`config.mk`:
```
export PLATFORM = sky130hd
export DESIGN_NAME = vp_recovery_sequencer
export DESIGN_NICKNAME = d
export VERILOG_FILES = /design/src/rtl/vp_seq_pkg.sv /design/src/rtl/restore_walker.sv /design/src/rtl/vp_recovery_sequencer.sv
export SDC_FILE = /design/constraint.sdc
export NUM_CORES = 1
export LEC_CHECK = 0
export ABC_AREA = 1
export CORE_MARGIN = 2
export CORE_UTILIZATION = 35
export DETAILED_ROUTE_END_ITERATION = 12
export DONT_BUFFER_PORTS = 1
export GPL_TIMING_DRIVEN = 0
export MAX_ROUTING_LAYER = met4
export PLACE_DENSITY = 0.52
export RECOVER_POWER = 50
export SLEW_MARGIN = 10
export SYNTH_ARGS = -nofsm -noshare
export SYNTH_HDL_FRONTEND = slang
export SYNTH_SLANG_ARGS = --single-unit
```
`constraint.sdc`:
```
create_clock -name clk -period 1.45 [get_ports clk]
set_input_delay 0.29 -clock clk [delete_from_list [all_inputs] [get_ports clk]]
set_output_delay 0.29 -clock clk [all_outputs]
set_load 0.1 [all_outputs]
```
`src/rtl/vp_seq_pkg.sv`:
```
// Shared types and constants for the load-value speculation sequencer.
package vp_seq_pkg;

  typedef enum logic [2:0] {
    IDLE,
    SNAP,
    SPEC,
    RESTORE,
    REDIRECT
  } vp_state_e;

  localparam int REG_IDX_W = 5;
  localparam int WORD_OFS  = 2;

endpackage

```
`src/rtl/restore_walker.sv`:
```
// Register-file restore walker: steps the restore index 0..NUM_REGS-1, one per cycle.
module restore_walker
  import vp_seq_pkg::*;
#(
  parameter int NUM_REGS = 32
) (
  input  logic                 clk,
  input  logic                 rst_n,
  input  logic                 start,
  output logic                 we,
  output logic [REG_IDX_W-1:0] idx,
  output logic                 done
);

  localparam logic [REG_IDX_W-1:0] LAST_IDX = REG_IDX_W'(NUM_REGS - 1);

  logic run;

  always_ff @(posedge clk) begin
    if (!rst_n) begin
      run <= 1'b0;
      idx <= '0;
    end else if (start) begin
      run <= 1'b1;
      idx <= '0;
    end else if (run) begin
      // idx parks at 0 once the walk ends so it reads 0 outside RESTORE
      if (idx == LAST_IDX) begin
        run <= 1'b0;
        idx <= '0;
      end else begin
        idx <= idx + REG_IDX_W'(1);
      end
    end
  end

  assign we   = run;
  assign done = run & (idx == LAST_IDX);

endmodule

```
`src/rtl/vp_recovery_sequencer.sv`:
```
// Load-value speculation sequencer around a D-cache read miss.
// Define VP_STATS_EN to add saturating stat_correct/stat_wrong/stat_timeout counters.
module vp_recovery_sequencer
  import vp_seq_pkg::*;
#(
  parameter int DATA_WIDTH   = 32,
  parameter int NUM_REGS     = 32,
  parameter int SPEC_TIMEOUT = 64
) (
  input  logic                  clk,
  input  logic                  rst_n,
  input  logic                  miss_valid,
  input  logic [DATA_WIDTH-1:0] miss_pc,
  input  logic [DATA_WIDTH-1:0] miss_addr,
  input  logic                  pred_valid,
  input  logic [DATA_WIDTH-1:0] pred_data,
  output logic                  miss_accept,
  output logic                  snap_req,
  input  logic                  snap_done,
  input  logic                  fill_valid,
  input  logic [DATA_WIDTH-1:0] fill_addr,
  input  logic [DATA_WIDTH-1:0] fill_data,
  input  logic                  spec_mem_access,
  output logic                  use_pred,
  output logic [DATA_WIDTH-1:0] pred_out,
  output logic                  spec_stall,
  output logic                  recover,
  output logic                  rf_restore_we,
  output logic [REG_IDX_W-1:0]  rf_restore_idx,
  output logic                  load_pc_we,
  output logic [DATA_WIDTH-1:0] load_pc_new,
  output logic                  train_valid,
  output logic [DATA_WIDTH-1:0] train_pc,
  output logic [DATA_WIDTH-1:0] train_data,
  output logic                  busy
`ifdef VP_STATS_EN
  ,
  output logic [31:0]           stat_correct,
  output logic [31:0]           stat_wrong,
  output logic [31:0]           stat_timeout
`endif
);

  localparam int CNT_W = $clog2(SPEC_TIMEOUT);
  localparam int TAG_W = DATA_WIDTH - WORD_OFS;

  vp_state_e             state, next_state;
  logic [DATA_WIDTH-1:0] pc_q, pred_q, pend_data_q, train_data_q, match_data;
  logic [TAG_W-1:0]      tag_q;
  logic [CNT_W-1:0]      to_cnt;
  logic                  pend_q, train_valid_q;
  logic                  fill_match, spec_match, spec_correct, spec_wrong, spec_timeout;
  logic                  walk_start, walk_done;
  logic                  addr_lsb_unused;

  assign addr_lsb_unused = ^{fill_addr[WORD_OFS-1:0], miss_addr[WORD_OFS-1:0]};

  // A fill that arrived during SNAP is held in pend_q and wins on the first SPEC cycle
  assign fill_match   = fill_valid & (fill_addr[DATA_WIDTH-1:WORD_OFS] == tag_q);
  assign spec_match   = (state == SPEC) & (pend_q | fill_match);
  assign match_data   = pend_q ? pend_data_q : fill_data;
  assign spec_correct = spec_match & (match_data == pred_q);
  assign spec_wrong   = spec_match & (match_data != pred_q);
  assign spec_timeout = (state == SPEC) & ~spec_match & (to_cnt == CNT_W'(SPEC_TIMEOUT - 1));
  assign walk_start   = spec_wrong | spec_timeout;

  assign miss_accept  = miss_valid & pred_valid & (state == IDLE);

  always_comb begin
    next_state = state;
    snap_req   = 1'b0;
    use_pred   = 1'b0;
    spec_stall = 1'b0;
    load_pc_we = 1'b0;
    case (state)
      IDLE: if (miss_accept) next_state = SNAP;
      SNAP: begin
        snap_req   = 1'b1;
        spec_stall = 1'b1;
        if (snap_done) next_state = SPEC;
      end
      SPEC: begin
        use_pred   = 1'b1;
        spec_stall = spec_mem_access;
        if (spec_correct)    next_state = IDLE;
        else if (walk_start) next_state = RESTORE;
      end
      RESTORE: begin
        spec_stall = 1'b1;
        if (walk_done) next_state = REDIRECT;
      end
      REDIRECT: begin
        load_pc_we = 1'b1;
        next_state = IDLE;
      end
      default: next_state = IDLE;
    endcase
  end

  always_ff @(posedge clk) begin
    if (!rst_n) begin
      state         <= IDLE;
      pc_q          <= '0;
      tag_q         <= '0;
      pred_q        <= '0;
      to_cnt        <= '0;
      pend_q        <= 1'b0;
      pend_data_q   <= '0;
      train_valid_q <= 1'b0;
      train_data_q  <= '0;
    end else begin
      state <= next_state;
      if (miss_accept) begin
        pc_q   <= miss_pc;
        tag_q  <= miss_addr[DATA_WIDTH-1:WORD_OFS];
        pred_q <= pred_data;
      end
      if (state != SPEC)    to_cnt <= '0;
      else if (!spec_stall) to_cnt <= to_cnt + CNT_W'(1);
      if (state == SNAP) begin
        if (fill_match && !pend_q) begin
          pend_q      <= 1'b1;
          pend_data_q <= fill_data;
        end
      end else begin
        pend_q <= 1'b0;
      end
      train_valid_q <= spec_match;
      if (spec_match) train_data_q <= match_data;
    end
  end

  restore_walker #(.NUM_REGS(NUM_REGS)) u_walker (
    .clk   (clk),
    .rst_n (rst_n),
    .start (walk_start),
    .we    (rf_restore_we),
    .idx   (rf_restore_idx),
    .done  (walk_done)
  );

  assign recover     = (state == RESTORE) & (rf_restore_idx == '0);
  assign busy        = (state != IDLE);
  assign pred_out    = pred_q;
  assign load_pc_new = pc_q;
  assign train_pc    = pc_q;
  assign train_valid = train_valid_q;
  assign train_data  = train_data_q;

`ifdef VP_STATS_EN
  always_ff @(posedge clk) begin
    if (!rst_n) begin
      stat_correct <= '0;
      stat_wrong   <= '0;
      stat_timeout <= '0;
    end else begin
      if (spec_correct && stat_correct != '1) stat_correct <= stat_correct + 32'd1;
      if (spec_wrong   && stat_wrong   != '1) stat_wrong   <= stat_wrong + 32'd1;
      if (spec_timeout && stat_timeout != '1) stat_timeout <= stat_timeout + 32'd1;
    end
  end
`endif

endmodule

```
=== Yosys cells after proc, flatten, opt, wreduce, memory -nomap -nowiden ===
Index checks and enable logic that the tools add are counted.

* Bits in registers: 175
* Output and inout bits: 142
* Word-level logic and storage cells: 67

* Add/subtract/negate cells: 2
* Equal/unequal tests: 14
* Multiplexer cells: 15
* Bitwise gates (word level): 14
* Reductions and logical operators: 11

{| class="wikitable"
|+ Operators with widths
! kind !! number
|-
| equality test 32 bit || 1
|-
| 2-to-1 mux 32 bit || 1
|-
| != test 32 bit || 1
|-
| equality test 30 bit || 1
|-
| 2-to-1 mux 3 bit || 5
|-
| one-hot mux 3 bit (4 select lines) || 1
|-
| bitwise AND 1 bit || 10
|-
| adder 6 x 1 -> 6 bit, second input constant || 1
|-
| equality test 3 x 2 -> 1 bit, second input constant || 2
|-
| equality test 6 bit, second input constant || 1
|-
| 2-to-1 mux 1 bit || 6
|-
| != test 3 x 2 -> 1 bit, second input constant || 2
|-
| OR reduction 2 bit || 3
|-
| adder 5 x 1 -> 5 bit, second input constant || 1
|-
| equality test 5 bit, second input constant || 1
|-
| zero test 5 bit || 1
|-
| 2-to-1 mux 5 bit || 1
|-
| != test 2 bit, second input constant || 2
|-
| AND reduction 2 bit || 2
|-
| AND reduction 4 bit || 1
|-
| equality test 3 x 1 -> 1 bit, second input constant || 1
|-
| equality test 3 bit, second input constant || 1
|-
| zero test 3 bit || 1
|-
| nonzero test 3 bit || 1
|-
| 6 further kinds || 8
|}

=== Logic depth before layout (Yosys ltp) ===
* Word-level depth: 11
* Gate-level depth with buffers: 16
* Mapped depth without buffers: 15

=== Modules after synthesis ===
From an unflattened synthesis, not the netlist that was laid out.

* Cell total of the unflattened synthesis: 1309
* Area, all modules: 8702.1 µm²

{| class="wikitable"
|+ By module, submodules not included
! module !! times used !! cells each !! area each (µm²) !! sequential area each (µm²)
|-
| vp_recovery_sequencer || 1 || 1268 || 8393.0 || 3383.2
|-
| restore_walker || 1 || 41 || 309.0 || 120.1
|}

=== Worst setup path before layout ===
Ideal clock, no wire load.

* Path kind: register -> output
* From: reg u_walker.idx[1]
* To: out recover
* Data arrival time: 3.117 ns
* Required time: 1.160 ns
* Setup slack: -1.957 ns
* Cell stages (with the launch flop): 5
* Buffers on the path: 0
* Path through: dfxtp_1 > inv_1 > ha_1 > nand3_1 > nor3_1

* Cells in the longest elaborated chain, start to end: 2

{| class="wikitable"
|+ Ends and longest elaborated chain
! item !! RTL line !! RTL
|-
| from (decl) || restore_walker.sv:11 || <nowiki>output logic [REG_IDX_W-1:0] idx,</nowiki>
|-
| from (signal assigned) || restore_walker.sv:32 || <nowiki>idx <= idx + REG_IDX_W'(1);</nowiki>
|-
| zero test 5 bit || vp_recovery_sequencer.sv:142 || <nowiki>assign recover = (state == RESTORE) & (rf_restore_idx == '0);</nowiki>
|-
| bitwise AND 1 bit || vp_recovery_sequencer.sv:142 ||
|-
| to (decl) || vp_recovery_sequencer.sv:27 || <nowiki>output logic recover,</nowiki>
|}

No other way between the ends.

=== Worst setup path in the final report ===
* From: reg state[1]
* To: out spec_stall

* Cells in the longest elaborated chain, start to end: 3
* Elaborated cells between the ends (all ways): 5
* Classes of those cells: 3 x eq/ne; 1 x mux; 1 x reduce/logical

{| class="wikitable"
|+ Ends and longest elaborated chain
! item !! RTL line !! RTL
|-
| from (decl) || vp_recovery_sequencer.sv:47 || <nowiki>vp_state_e state, next_state;</nowiki>
|-
| from (signal assigned) || vp_recovery_sequencer.sv:112 || <nowiki>state <= next_state;</nowiki>
|-
| equality test 3 x 1 -> 1 bit or equality test 3 x 2 -> 1 bit (tied branches) || vp_recovery_sequencer.sv:75 || <nowiki>case (state)</nowiki>
|-
| OR reduction 2 bit (no source line) || - ||
|-
| one-hot mux 1 bit (2 select lines) (*) || vp_recovery_sequencer.sv:75 ||
|-
| to (decl) || vp_recovery_sequencer.sv:26 || <nowiki>output logic spec_stall,</nowiki>
|}

Every way passes the cells marked *; elsewhere a longest branch is shown, timed or not.

==> run summary <==
The tool flagged a number of max-cap violations equal to 0. The TritonCTS sink count came out at 175. The first-pass GRT wire length is 44300 µm.

The post-synthesis cell type count came out at 30. The timing-limited maximum frequency is 374 MHz. The depth of the CTS H-tree came out at 4.

TritonCTS built the clock tree. For the pin with the worst max-slew slack, the measured transition is 1.25 ns. The largest stage delay on the critical path is 0.98 ns. The detail-routed via count per cell is 4.91. In this run the horizontal extent of the chip is 157 µm. The total of fill cells in the finished design is 2069. The estimated wirelength of the detail-placed design came out at 21500 µm. The cell count after synthesis is 1214. The synthesized design contains 175 register bits. The routed wire length came out at 32600 µm. Across the VDD grid, the largest voltage drop is 785 µV. The post-synth net total came out at 1385. The congestion estimate from routability-driven global placement came to 0.821. 309 I/O pins were placed.

The die covers 24700 µm². The worst hold slack after final layout came out at -0.000481 ns. The minimum clock period came out at 2.67 ns.

Setup repair after global routing could not meet its margin everywhere. In this run the most critical hold path is launched from miss_addr[26]. The buffers plus inverters on the worst setup path is 2. The share of cells above drive strength 1 is 40.2%.

The flow ran to the end, but the final reports show violations. The post-route DRC violation count is 0. The clock tree buffer depth is 2. Yosys instantiated no cell more often than nand2_1. The per-cell routed wire length came out at 19.5 µm.

The worst slack at placement came out at -1.26 ns. The total count of max-transition violations in the final report is 0. The number of standard-cell rows in the floorplan is 56. The layout-stage area growth over the synthesis result is 60.7%. The warning count from the yosys run came out at 0. The master cell of the clock root buffer is clkbuf_16.

The number of buffers inserted during clock tree synthesis is 17. The top fanout value on the critical path came out at 6. The final reports fail on hold timing, setup timing. The number of port buffers came out at 0. STA classifies the critical path endpoint as an output port. Dividing the final minimum period by the clock period gives 184%. The post-synthesis async set-or-reset flop share is 0%.

In this run the critical register-to-register path is launched from state[1]$_SDFFE_PN0P_. The total grt overflow came out at 0. Traced cell by cell, the critical path runs through inv_4 -> nor3_4 -> a21oi_4 -> clkinvlp_4. The path class of the tightest hold or removal check is input port to register.

The global-route usage over all layers is 24.8%. On the critical path, the stage with the largest delay is an instance of nor3_4. The synthesized area per cell is 6.77 µm². The initial antenna violation count is 1. The effective utilization at floorplan came out at 35.3%. Broken down by cell family, the worst path's largest delay share belongs to simple AND/OR/NAND/NOR gates.

The area fraction of the dominant cell type after synthesis came out at 42.6%. Dividing total power by cell area gives a power density of 1470 nW/µm². The number of detailed-route iterations in the first pass came out at 5. In this run the cell area of the synthesized design comes to 8220 µm².

Counting instances in the post-synthesis netlist gives the leading cell types as 260 x nand2_1, 192 x nor2_1, 175 x dfxtp_1. The most used flip-flop cell after synthesis is dfxtp_1. STA puts the critical path data required time at 1.16 ns. The largest net degree at the start of global routing is 17.

The critical path starts at state[1]$_SDFFE_PN0P_. Clock-pin slew was measured on the worst setup and hold paths at 0.07 ns. Across the routed clock network, the largest skew measured is 0.0138 ns. The number of routed nets with antenna violations is 0. The height of the die is 157 µm. The arrival time at the worst endpoint came out at 2.38 ns.

The count of endpoints failing hold in the final timing report came out at 1. Sorting the synthesized cells by area gives the leading types as dfxtp_1 43%, nand2_1 12%, nor2_1 8.8%. The clock latency reported for the late side of the worst-skew pair is 0.43 ns. Setup violations remaining at the end of the flow were counted as 214. After the last flow step, the layout net total stands at 1511. The via count of the first global-routing pass came out at 7614. The core footprint came out at 23300 µm².

The category of the worst setup path launch point is a register. The total via count after detailed routing came out at 8220. The worst max-slew margin expressed relative to the limit is 16.3%. The synthesized design spends more area on one cell type than any other, namely dfxtp_1. The slack of the critical path came out at -1.22 ns. In this run the static leakage power is 5.25 nW. The start-to-end type of the worst setup path is register to output port. The number of DRC violations after detailed-routing iteration 0 came out at 533.

The synthesized design contains 0 enable-type register cells. The register area share after synthesis came out at 42.6%.
final timing paths:
path | to | slack [ns] | cells after the start
setup / recovery | spec_stall | -1.22 | 4
hold / removal | tag_q[24]$_SDFFE_PN0P_ | -0.0005 | 2
setup reg to reg | train_data[19]$_SDFFE_PN0P_ | -1.02 | 9
hold reg to reg | pend_data_q[0]$_SDFFE_PN0P_ | 0.46 | 2
cell type report:
| cell class | count | area [µm²] | area share (%) |
|---|---|---|---|
| Multi-Input combinational cell | 786 | 4950 | 37.5 |
| Timing Repair Buffer | 108 | 1440 | 10.9 |
| Sequential cell | 175 | 3760 | 28.5 |
| Clock buffer | 20 | 447 | 3.38 |
| Antenna cell | 1 | 2.50 | 0.0189 |
| Inverter | 163 | 672 | 5.09 |
| Clock inverter | 12 | 123 | 0.928 |
| Buffer | 89 | 1420 | 10.7 |
| Tap cell | 319 | 399 | 3.02 |
stage by stage:
step                util [%]  area (µm²)  instances  power [W]  TNS, ns
floorplan                  -        8510       1214     0.0119   -78.01
global placement        38.3        8910       1533     0.0126  -160.12
detailed placement      38.3        8920       1533     0.0127  -163.87
CTS                     49.2       11500       1634     0.0184  -146.04
global route            56.8       13200       1673     0.0202  -135.13
finish                  56.8       13200       1673     0.0194  -120.08
routing by layer:
layer | GRT usage [%] | routed length (µm) | vias to the layer above
li1 | - | - | 4082
met1 | 29.7 | 13400 | 3846
met2 | 39.9 | 15800 | 264
met3 | 8.70 | 2950 | 28
met4 | 5.76 | 532 | 0
met5 | - | 0 | -
flip-flops by register name (all words and copies together), names as in the netlist:
name	flops
load_pc_new	32
pend_data_q	32
pred_out	32
train_data	32
tag_q	30
to_cnt	6
u_walker.idx	5
state	3
pend_q	1
train_valid	1
u_walker.we	1
report_power, final:
group	leakage, nW	total, W	switching (W)	internal, W
logic	3.49	0.00637	0.00393	0.00243
clock network	0.281	0.00461	0.00215	0.00246
registers	1.49	0.00842	0.00297	0.00545
cells in the final DEF (no fill, tap or decap), types with 4 or more instances in the layout:
cell type	n
a21oi_4	5
dfxtp_1	69
o21ai_4	12
nor2_1	92
xnor2_1	8
clkbuf_1	20
buf_8	17
clkinv_4	4
clkbuf_16	37
nand2_2	10
nand3_1	45
buf_16	4
buf_4	16
nand2_1	248
nor2_4	73
a211oi_2	23
nand4_1	4
inv_4	4
inv_1	141
dlygate4sd3_1	44
buf_12	55
inv_6	6
a211oi_1	8
nor2_2	27
dfxtp_4	51
inv_2	13
o21ai_0	57
o21ai_1	37
o21ai_2	33
buf_6	19
a21oi_2	53
a21oi_1	20
dfxtp_2	55
cells by family after synthesis:
| group | share of synthesized area (%) |
|---|---|
| AO/OA/AOI/OAI | 16.6 |
| XOR/XNOR | 1.17 |
| adder cells (fa/ha/maj) | 0.609 |
| buffers and inverters | 13.8 |
| flip-flops | 42.6 |
| multiplexers | 0.122 |
| AND/OR/NAND/NOR | 25.1 |
what timing repair did:
action | 4_1_cts | 5_1_grt
setup endpoints to repair | 280 | 271
gates cloned | 14 | 7
resized for setup | 355 | 434
buffers inserted | 28 | 19
hold buffers | 27 | 17
endpoints found under the hold margin | 27 | 17
pin swaps | 27 | 69
worst register-to-register path: cells and delay by family, from the launching register on:
kind	cells	cell delay [ns]
flip-flops	1	0.37
AO/OA/AOI/OAI	3	0.46
AND/OR/NAND/NOR	1	0.98
buffers and inverters	5	0.60
Power figures use the tool's default switching activity.
